<file path="src/rtl/retire_commit_sb_pkg.sv">
// Shared types for the retire stage: ROB/retire/freelist/maptable packets, store-buffer entry, FSM states.
package retire_commit_sb_pkg;

    localparam int XLEN             = 32;
    localparam int SUPERSCALAR_WAYS = 3;
    localparam int N_ARCH_REG       = 32;
    localparam int PHYS_BITS        = 6;
    localparam int ARCH_BITS        = $clog2(N_ARCH_REG);

    localparam logic [1:0] BUS_NONE  = 2'h0;
    localparam logic [1:0] BUS_LOAD  = 2'h1;
    localparam logic [1:0] BUS_STORE = 2'h2;

    typedef struct packed {
        logic                 complete;
        logic                 precise_state_enable;
        logic                 halt;
        logic                 wr_mem;
        logic [ARCH_BITS-1:0] ar_idx;
        logic [PHYS_BITS-1:0] t_idx;
        logic [PHYS_BITS-1:0] told_idx;
        logic [XLEN-1:0]      dest_value;
        logic [XLEN-1:0]      opb;
        logic [XLEN-1:0]      NPC;
        logic [XLEN-1:0]      target_pc;
    } ROB_PACKET;

    typedef struct packed {
        logic                 valid;
        logic                 halt;
        logic [ARCH_BITS-1:0] ar_idx;
        logic [PHYS_BITS-1:0] t_idx;
        logic [XLEN-1:0]      result;
        logic [XLEN-1:0]      NPC;
    } RETIRE_PACKET;

    typedef struct packed {
        logic [PHYS_BITS-1:0] told_idx;
        logic                 valid;
    } RETIRE_FREELIST_PACKET;

    typedef struct packed {
        logic [N_ARCH_REG-1:0][PHYS_BITS-1:0] map;
        logic                                 done;
    } MAPTABLE_PACKET;

    typedef struct packed {
        logic [XLEN-1:0] addr;
        logic [XLEN-1:0] data;
    } SB_ENTRY;

    typedef enum logic [1:0] {
        RUN    = 2'd0,
        DRAIN  = 2'd1,
        HALTED = 2'd2
    } RETIRE_STATE;

endpackage

</file>
<file path="src/rtl/retire_commit_sb_store_buffer.sv">
// Committed-store FIFO: up to WAYS pushes per cycle in way order, one pop per cycle.
// Latency: an entry pushed this cycle is visible at the head from the next cycle.
// Backpressure: none internally; the producer must never push beyond the free slots.
module store_buffer
    import retire_commit_sb_pkg::*;
#(
    parameter int WAYS  = 3,
    parameter int DEPTH = 4,
    parameter int IDX_W = $clog2(DEPTH)
) (
    input  logic             clock,
    input  logic             reset,
    input  logic [WAYS-1:0]  push_vld,
    input  SB_ENTRY          push_dat [WAYS],
    input  logic             pop,
    output SB_ENTRY          head_dat,
    output logic [IDX_W:0]   count,
    output logic [IDX_W:0]   count_nxt,
    output logic             empty
);

    SB_ENTRY          mem_q [DEPTH];
    SB_ENTRY          mem_d [DEPTH];
    logic [IDX_W-1:0] head_q, head_d;
    logic [IDX_W-1:0] tail_q, tail_d;
    logic [IDX_W:0]   count_q, count_d;

    always_comb begin
        mem_d   = mem_q;
        tail_d  = tail_q;
        head_d  = head_q;
        count_d = count_q;
        // Pushes are compacted: each valid way takes the next free slot after the previous one.
        for (int i = 0; i < WAYS; i++) begin
            if (push_vld[i]) begin
                mem_d[tail_d] = push_dat[i];
                tail_d        = tail_d + IDX_W'(1);
                count_d       = count_d + (IDX_W+1)'(1);
            end
        end
        if (pop) begin
            head_d  = head_q + IDX_W'(1);
            count_d = count_d - (IDX_W+1)'(1);
        end
    end

    always_ff @(posedge clock) begin
        if (reset) begin
            head_q  <= '0;
            tail_q  <= '0;
            count_q <= '0;
        end else begin
            head_q  <= head_d;
            tail_q  <= tail_d;
            count_q <= count_d;
        end
    end

    always_ff @(posedge clock) begin
        mem_q <= mem_d;
    end

    assign head_dat  = mem_q[head_q];
    assign count     = count_q;
    assign count_nxt = count_d;
    assign empty     = (count_q == '0);

endmodule

</file>
<file path="src/rtl/retire_commit_sb.sv">
// N-way in-order retire with committed-store buffer and halt drain; optional perf counters via RETIRE_PERF_CNT_EN.
// Latency: retire is combinational; a retired store reaches Dmem one cycle later at the earliest.
// Backpressure: stores retire only into free SB slots; the Dmem command is held until response != 0.
module retire_commit_sb
    import retire_commit_sb_pkg::*;
#(
    parameter int WAYS     = SUPERSCALAR_WAYS,
    parameter int SB_DEPTH = 4,
    parameter int SB_IDX_W = $clog2(SB_DEPTH)
) (
    input  logic                                 clock,
    input  logic                                 reset,
    input  ROB_PACKET                            retire_rob_in [WAYS],
    input  logic [N_ARCH_REG-1:0][PHYS_BITS-1:0] arch_maptable,
    input  logic [3:0]                           Dmem2proc_response,
    output logic [$clog2(WAYS+1)-1:0]            retire_count,
    output RETIRE_PACKET                         retire_out [WAYS],
    output RETIRE_FREELIST_PACKET                retire_freelist_out [WAYS],
    output MAPTABLE_PACKET                       recovery_maptable,
    output logic                                 br_recover_enable,
    output logic [XLEN-1:0]                      target_pc,
    output logic [1:0]                           proc2Dmem_command,
    output logic [XLEN-1:0]                      proc2Dmem_addr,
    output logic [XLEN-1:0]                      proc2Dmem_data,
    output logic                                 sb_empty,
    output logic                                 wfi_halt
`ifdef RETIRE_PERF_CNT_EN
    ,
    output logic [63:0]                          perf_retired,
    output logic [63:0]                          perf_sb_stall
`endif
);

    localparam int RC_W  = $clog2(WAYS+1);
    localparam int CNT_W = SB_IDX_W + 1;

    RETIRE_STATE      state_q, state_d;
    logic [WAYS-1:0]  pre_en, slot_ok, en, push_vld;
    SB_ENTRY          push_dat [WAYS];
    SB_ENTRY          sb_head;
    logic [CNT_W-1:0] sb_count, sb_count_nxt;
    logic             sb_is_empty, sb_pop, halt_retired;

    // Slot check uses the registered count only; a same-cycle pop is not credited.
    always_comb begin
        int   stores;
        int   free_slots;
        logic chain;
        pre_en     = '0;
        slot_ok    = '0;
        en         = '0;
        stores     = 0;
        free_slots = SB_DEPTH - int'(sb_count);
        chain      = (state_q == RUN) && !reset;
        for (int i = 0; i < WAYS; i++) begin
            if (retire_rob_in[i].wr_mem) stores++;
            slot_ok[i] = !retire_rob_in[i].wr_mem || (stores <= free_slots);
            pre_en[i]  = chain && retire_rob_in[i].complete;
            en[i]      = pre_en[i] && slot_ok[i];
            chain      = en[i] && !retire_rob_in[i].precise_state_enable && !retire_rob_in[i].halt;
        end
    end

    always_comb begin
        retire_count      = '0;
        br_recover_enable = 1'b0;
        target_pc         = '0;
        halt_retired      = 1'b0;
        push_vld          = '0;
        recovery_maptable = '0;
        if (!reset) begin
            recovery_maptable.map  = arch_maptable;
            recovery_maptable.done = 1'b1;
        end
        for (int i = 0; i < WAYS; i++) begin
            retire_out[i]          = '0;
            retire_freelist_out[i] = '0;
            push_dat[i].addr       = retire_rob_in[i].dest_value;
            push_dat[i].data       = retire_rob_in[i].opb;
            if (en[i]) begin
                retire_out[i].valid           = 1'b1;
                retire_out[i].halt            = retire_rob_in[i].halt;
                retire_out[i].ar_idx          = retire_rob_in[i].ar_idx;
                retire_out[i].t_idx           = retire_rob_in[i].t_idx;
                retire_out[i].result          = retire_rob_in[i].precise_state_enable ?
                                                retire_rob_in[i].NPC : retire_rob_in[i].dest_value;
                retire_out[i].NPC             = retire_rob_in[i].NPC;
                retire_freelist_out[i].told_idx = retire_rob_in[i].told_idx;
                retire_freelist_out[i].valid  = 1'b1;
                retire_count                  = retire_count + RC_W'(1);
                push_vld[i]                   = retire_rob_in[i].wr_mem;
                if (retire_rob_in[i].halt) halt_retired = 1'b1;
                if (retire_rob_in[i].ar_idx != '0)
                    recovery_maptable.map[retire_rob_in[i].ar_idx] = retire_rob_in[i].t_idx;
                if (retire_rob_in[i].precise_state_enable) begin
                    br_recover_enable = 1'b1;
                    target_pc         = retire_rob_in[i].target_pc;
                end
            end
        end
    end

    store_buffer #(
        .WAYS  (WAYS),
        .DEPTH (SB_DEPTH),
        .IDX_W (SB_IDX_W)
    ) u_sb (
        .clock     (clock),
        .reset     (reset),
        .push_vld  (push_vld),
        .push_dat  (push_dat),
        .pop       (sb_pop),
        .head_dat  (sb_head),
        .count     (sb_count),
        .count_nxt (sb_count_nxt),
        .empty     (sb_is_empty)
    );

    assign sb_pop            = (Dmem2proc_response != 4'h0) && !sb_is_empty;
    assign sb_empty          = sb_is_empty || reset;
    assign proc2Dmem_command = sb_empty ? BUS_NONE : BUS_STORE;
    assign proc2Dmem_addr    = sb_empty ? '0 : sb_head.addr;
    assign proc2Dmem_data    = sb_empty ? '0 : sb_head.data;
    assign wfi_halt          = (state_q == HALTED) && !reset;

    always_comb begin
        state_d = state_q;
        unique case (state_q)
            RUN:     if (halt_retired) state_d = (sb_count_nxt == '0) ? HALTED : DRAIN;
            DRAIN:   if (sb_count_nxt == '0) state_d = HALTED;
            default: state_d = state_q;
        endcase
    end

    always_ff @(posedge clock) begin
        if (reset) state_q <= RUN;
        else       state_q <= state_d;
    end

`ifdef RETIRE_PERF_CNT_EN
    logic [63:0] perf_retired_q, perf_retired_d;
    logic [63:0] perf_sb_stall_q, perf_sb_stall_d;

    always_comb begin
        perf_retired_d  = perf_retired_q + 64'(retire_count);
        perf_sb_stall_d = perf_sb_stall_q + 64'(|(pre_en & ~slot_ok));
    end

    always_ff @(posedge clock) begin
        if (reset) begin
            perf_retired_q  <= '0;
            perf_sb_stall_q <= '0;
        end else begin
            perf_retired_q  <= perf_retired_d;
            perf_sb_stall_q <= perf_sb_stall_d;
        end
    end

    assign perf_retired  = perf_retired_q;
    assign perf_sb_stall = perf_sb_stall_q;
`endif

endmodule
</file>
<file path="config.mk">
export PLATFORM = sky130hd
export DESIGN_NAME = retire_commit_sb
export DESIGN_NICKNAME = d
export VERILOG_FILES = /design/src/rtl/retire_commit_sb_pkg.sv /design/src/rtl/retire_commit_sb_store_buffer.sv /design/src/rtl/retire_commit_sb.sv
export SDC_FILE = /design/constraint.sdc
export NUM_CORES = 2
export LEC_CHECK = 0
export ABC_CLOCK_PERIOD_IN_PS = 6500
export BUFFER_PORTS_ARGS = -buffer_cell sky130_fd_sc_hd__buf_2
export CORE_AREA = 2 2 459 461
export DETAILED_ROUTE_END_ITERATION = 10
export DIE_AREA = 0 0 461 463
export GPL_TIMING_DRIVEN = 0
export PLACE_DENSITY = 0.36
export SETUP_SLACK_MARGIN = 0.02
export SLEW_MARGIN = 20
export SYNTH_ARGS = -nofsm -noshare
export SYNTH_HDL_FRONTEND = slang
export SYNTH_SLANG_ARGS = --single-unit
</file>
<file path="constraint.sdc">
create_clock -name clock -period 6.5 [get_ports clock]
set_input_delay 1.3 -clock clock [delete_from_list [all_inputs] [get_ports clock]]
set_output_delay 1.3 -clock clock [all_outputs]
set_load 0.02 [all_outputs]
</file>
==> results.md <==
* Buffers added on ports at 1163
* Clk_skew at 0.0503 ns
* Async S/R FF share, synth at 0%
* Post-synth top area share at 19.9%
* Final setup violation count at 0
* Vias after detailed routing at 37424
* Startpoint types: input pin
* Fraction of layout cells with a size suffix above 1 at 29.3%
* 1st-iter DRT viols at 3123
* Max Clock Freq at 157 MHz
* Clk buf depth at 3
* Final Critical Period at 6.37 ns
* Commonest cells after routing, fill and taps aside: buf_2 (1199), nand2_1 (698), nand3_1 (602), o21ai_0 (594), clkbuf_1 (334)
* # rows at 168
* Pre-antenna DRT Iters at 5
* Storage cell area at 5310 um^2
* P_leak at 16.9 nW
* Die ar. at 213000 um^2
* Worst R2R Path Depth at 20
* Area occupied by multi-input gates at 19700 um^2
* Total wire length at 268000 um
* Clock power frac at 25.8%
* Vias per cell at 4.60
* Hold Path End: u_sb.mem_q[186]
* Wire length per cell at 33.0 um
* Number of synthesized flops with an enable pin at 0
* Synth Instances at 4035
* CP peak stage delay at 0.59 ns
* Unrepaired setup endpoints after global routing: yes
* Post-Syn Area at 26700 um^2
* First-pass GRT wire length at 346000 um
* Most used cell, CP: buf_2
* Ys Warns at 0
* Pin count of the biggest net entering global routing at 13
* Maximum VDD drop at 147 uV
* CTS tree: built
* Critical path cell sequence: buf_2 -> clkinvlp_4 -> ha_1 -> or4b_4 -> o2111ai_4 -> buf_2 -> or3_1 -> clkbuf_1 -> nand3_1 -> o211ai_1 -> o21ai_0 -> o21ai_2 -> buf_2
* Min-delay worst type: reg2reg
* Pint at 5.03 mW
* Clock root cell: clkbuf_16
* Largest cells by area after synthesis: dfxtp_1 (20%), o21ai_0 (11%), nand3_1 (11%)
* # DRC at 0
* # hold bufs at CTS at 0
* Max-Cap Viols at 0
* Logic pwr share at 48.1%
* NetSw at 3.97 mW
* Synth Flop Type: dfxtp_1
* Post-route setup TNS at 0 ns
* Switching Fraction at 44.1%
* Post-DRT Antenna Nets at 0
* Clock-pin slew on the worst setup and hold paths at 0.06 ns
* # nets final at 5919
* Core area at 209000 um^2
* Min setup slack post-route at 0.129 ns
* Total grt overflow at 0
* Status: finished clean
* Avg Cell Area, Syn at 6.61 um^2
* P&R area growth vs syn at 42.2%
* Post-synth net total at 4708
* Gr usage total at 23.8%
* Max stage delay cell, worst path: or4b_4
* Dpl hpwl at 226000 um
* Slew Limit Fails at 0
* Fin. Hold Viols at 0
* Least-Margin Pin Slew at 1.27 ns
* Crit path DAT at 5.07 ns
* Die H at 463 um
* Critical path class: in2out
* Pre-CTS setup slack at -0.797 ns
* Worst R2R Setup Slack at 0.79 ns
* I/O pins at 1193
* CP bufs+invs at 5
* Fin cells at 8134
* Starting Density at 12.8%
* Clock sink count at 265
* CP delay by family, top: buffers and inverters
* Vias in the first global route at 35851
* Final period util at 98.0%
* Placed instance count at 8011
* Clk Latency, worst-skew pair at 0.60 ns
* Netlist cell types at 62
* Worst r2r src: u_sb.count[0]
* Core Util, Final at 18.2%
* CTS Buf Count at 38
* Flop pwr share at 26.1%
* CP Capture Type: output pin
* Final Power at 9.00 mW
* Seq cells post-synth at 265
* Power Density at 237 nW/um^2
* Fill cells at 24363
* Die W at 461 um
* Hold Path Stages at 4
* GP Congestion at 0.972
* Htree depth at 2
* Slew HR at 15.4%
* Initial antenna violation count at 180
* CP max FO at 10
* Post-synthesis sequential area ratio at 19.9%
* Most common cell after layout, fill and taps aside: buf_2
* Crit Reg-Reg Endpoint: state_q[0]
* Req. time, crit path at 5.20 ns
* Hold Startpoint: u_sb.mem_q[186]
* Yosys top cell by area: dfxtp_1
## worst max-delay path by stage
stage | start | to | slack (ns) | cells after the start
after floorplan | retire_rob_in[443] | retire_count[0] | 1.04 | 12
after global placement | retire_rob_in[445] | retire_out[12] | -2.32 | 10
after detailed placement | retire_rob_in[443] | target_pc[27] | -0.80 | 16
after CTS | retire_rob_in[443] | recovery_maptable[154] | -0.06 | 13
after global routing | retire_rob_in[443] | recovery_maptable[91] | 0.02 | 15
final | retire_rob_in[443] | recovery_maptable[189] | 0.13 | 13
## metrics by stage
| step | instance area [um^2] | hold slack [ns] |
|---|---|---|
| after global routing | 37800 | 0.628 |
| after CTS | 37600 | 0.595 |
| after floorplan | 26700 | 0.543 |
| after detailed placement | 36200 | 0.584 |
| after global placement | 36000 | 0.563 |
| final | 37900 | 0.593 |
## routing by layer
metal	vias up	track usage, %	wire, um
li1	16625	-	-
met1	18079	27.3	103000
met2	2014	41.8	131000
met3	572	5.43	19900
met4	134	10.8	13800
met5	-	0	819
## logic make-up after synthesis
family	Yosys count	synth area share [%]
AND/OR/NAND/NOR	1981	35.6
AO/OA/AOI/OAI	906	18.3
buffers and inverters	481	7.02
multiplexers	359	17.3
flip-flops	265	19.9
adder cells (fa/ha/maj)	28	1.31
XOR/XNOR	14	0.512
other	1	0.0141
## area by class of cell
class | count | area share [%]
plain buffers | 440 | 4.72
repair buffers | 1172 | 15.8
clock buffers | 51 | 2.90
clock inverters | 15 | 0.597
multi-input cells | 3289 | 51.9
diodes | 57 | 0.376
flip-flops and latches | 265 | 14.0
inverters | 40 | 0.432
well taps | 2805 | 9.26
## sequential cells by signal, indices dropped and copies added, names as in the netlist
register,count
state_q,2
u_sb.head_q,2
u_sb.tail_q,2
u_sb.mem_q,256
u_sb.count,3
## worst register-to-register path, cell delays in order, from the launching register on
cell	delay, ns
dfxtp_2	0.46
inv_1	0.08
ha_1	0.20
ha_1	0.34
or4b_4	0.27
and4_1	0.19
clkbuf_1	0.55
clkbuf_1	0.69
nand2_1	0.10
o21ai_0	0.14
ha_1	0.30
mux2_2	0.28
ha_1	0.28
mux2i_1	0.22
ha_1	0.18
nor3b_1	0.27
xnor2_1	0.19
xor2_1	0.17
xnor3_1	0.46
nor2_1	0.12
a21oi_1	0.07
## power groups by stage
stage / Clock (mW) / Sequential (mW) / Combinational, mW
finish: 2.32 / 2.35 / 4.33
floorplan: 0 / 2.26 / 2.46
CTS: 2.36 / 2.34 / 4.33
global placement: 0 / 2.37 / 4.27
detailed placement: 0 / 2.36 / 4.31
global route: 2.40 / 2.39 / 4.63
## Yosys cell counts, types with 3 or more instances
cell       number
nand2_1       699
o21ai_0       606
nand3_1       603
clkbuf_1      365
dfxtp_1       265
nor2_1        239
and2_1        209
mux2i_1       193
a21oi_1       141
nor3b_1        80
mux2_2         69
mux4_2         64
o211ai_1       46
inv_1          39
buf_1          37
buf_2          34
a22oi_1        32
nor3_1         29
ha_1           28
mux2_4         27
o21ai_1        24
nor2b_1        22
or3_1          22
a21o_1         20
a31oi_1        18
or2_2          14
nand4_1        12
xnor2_1        10
and3_1          9
nand3b_1        7
o311ai_0        7
or3b_2          7
mux2_1          6
nor4_2          5
buf_4           4
nor2_2          4
or4_1           4
o2111ai_1       3
xor2_1          3
## timing repair
| item | in CTS | in global routing |
|---|---|---|
| setup endpoints to repair | 258 | 100 |
| hold endpoints to repair | 0 | 0 |
| resized for setup | 30 | 48 |
| pin swaps | 0 | 2 |
| cloned | 0 | 0 |
| buffers inserted | 1 | 0 |
Power figures use the tool's default switching activity.
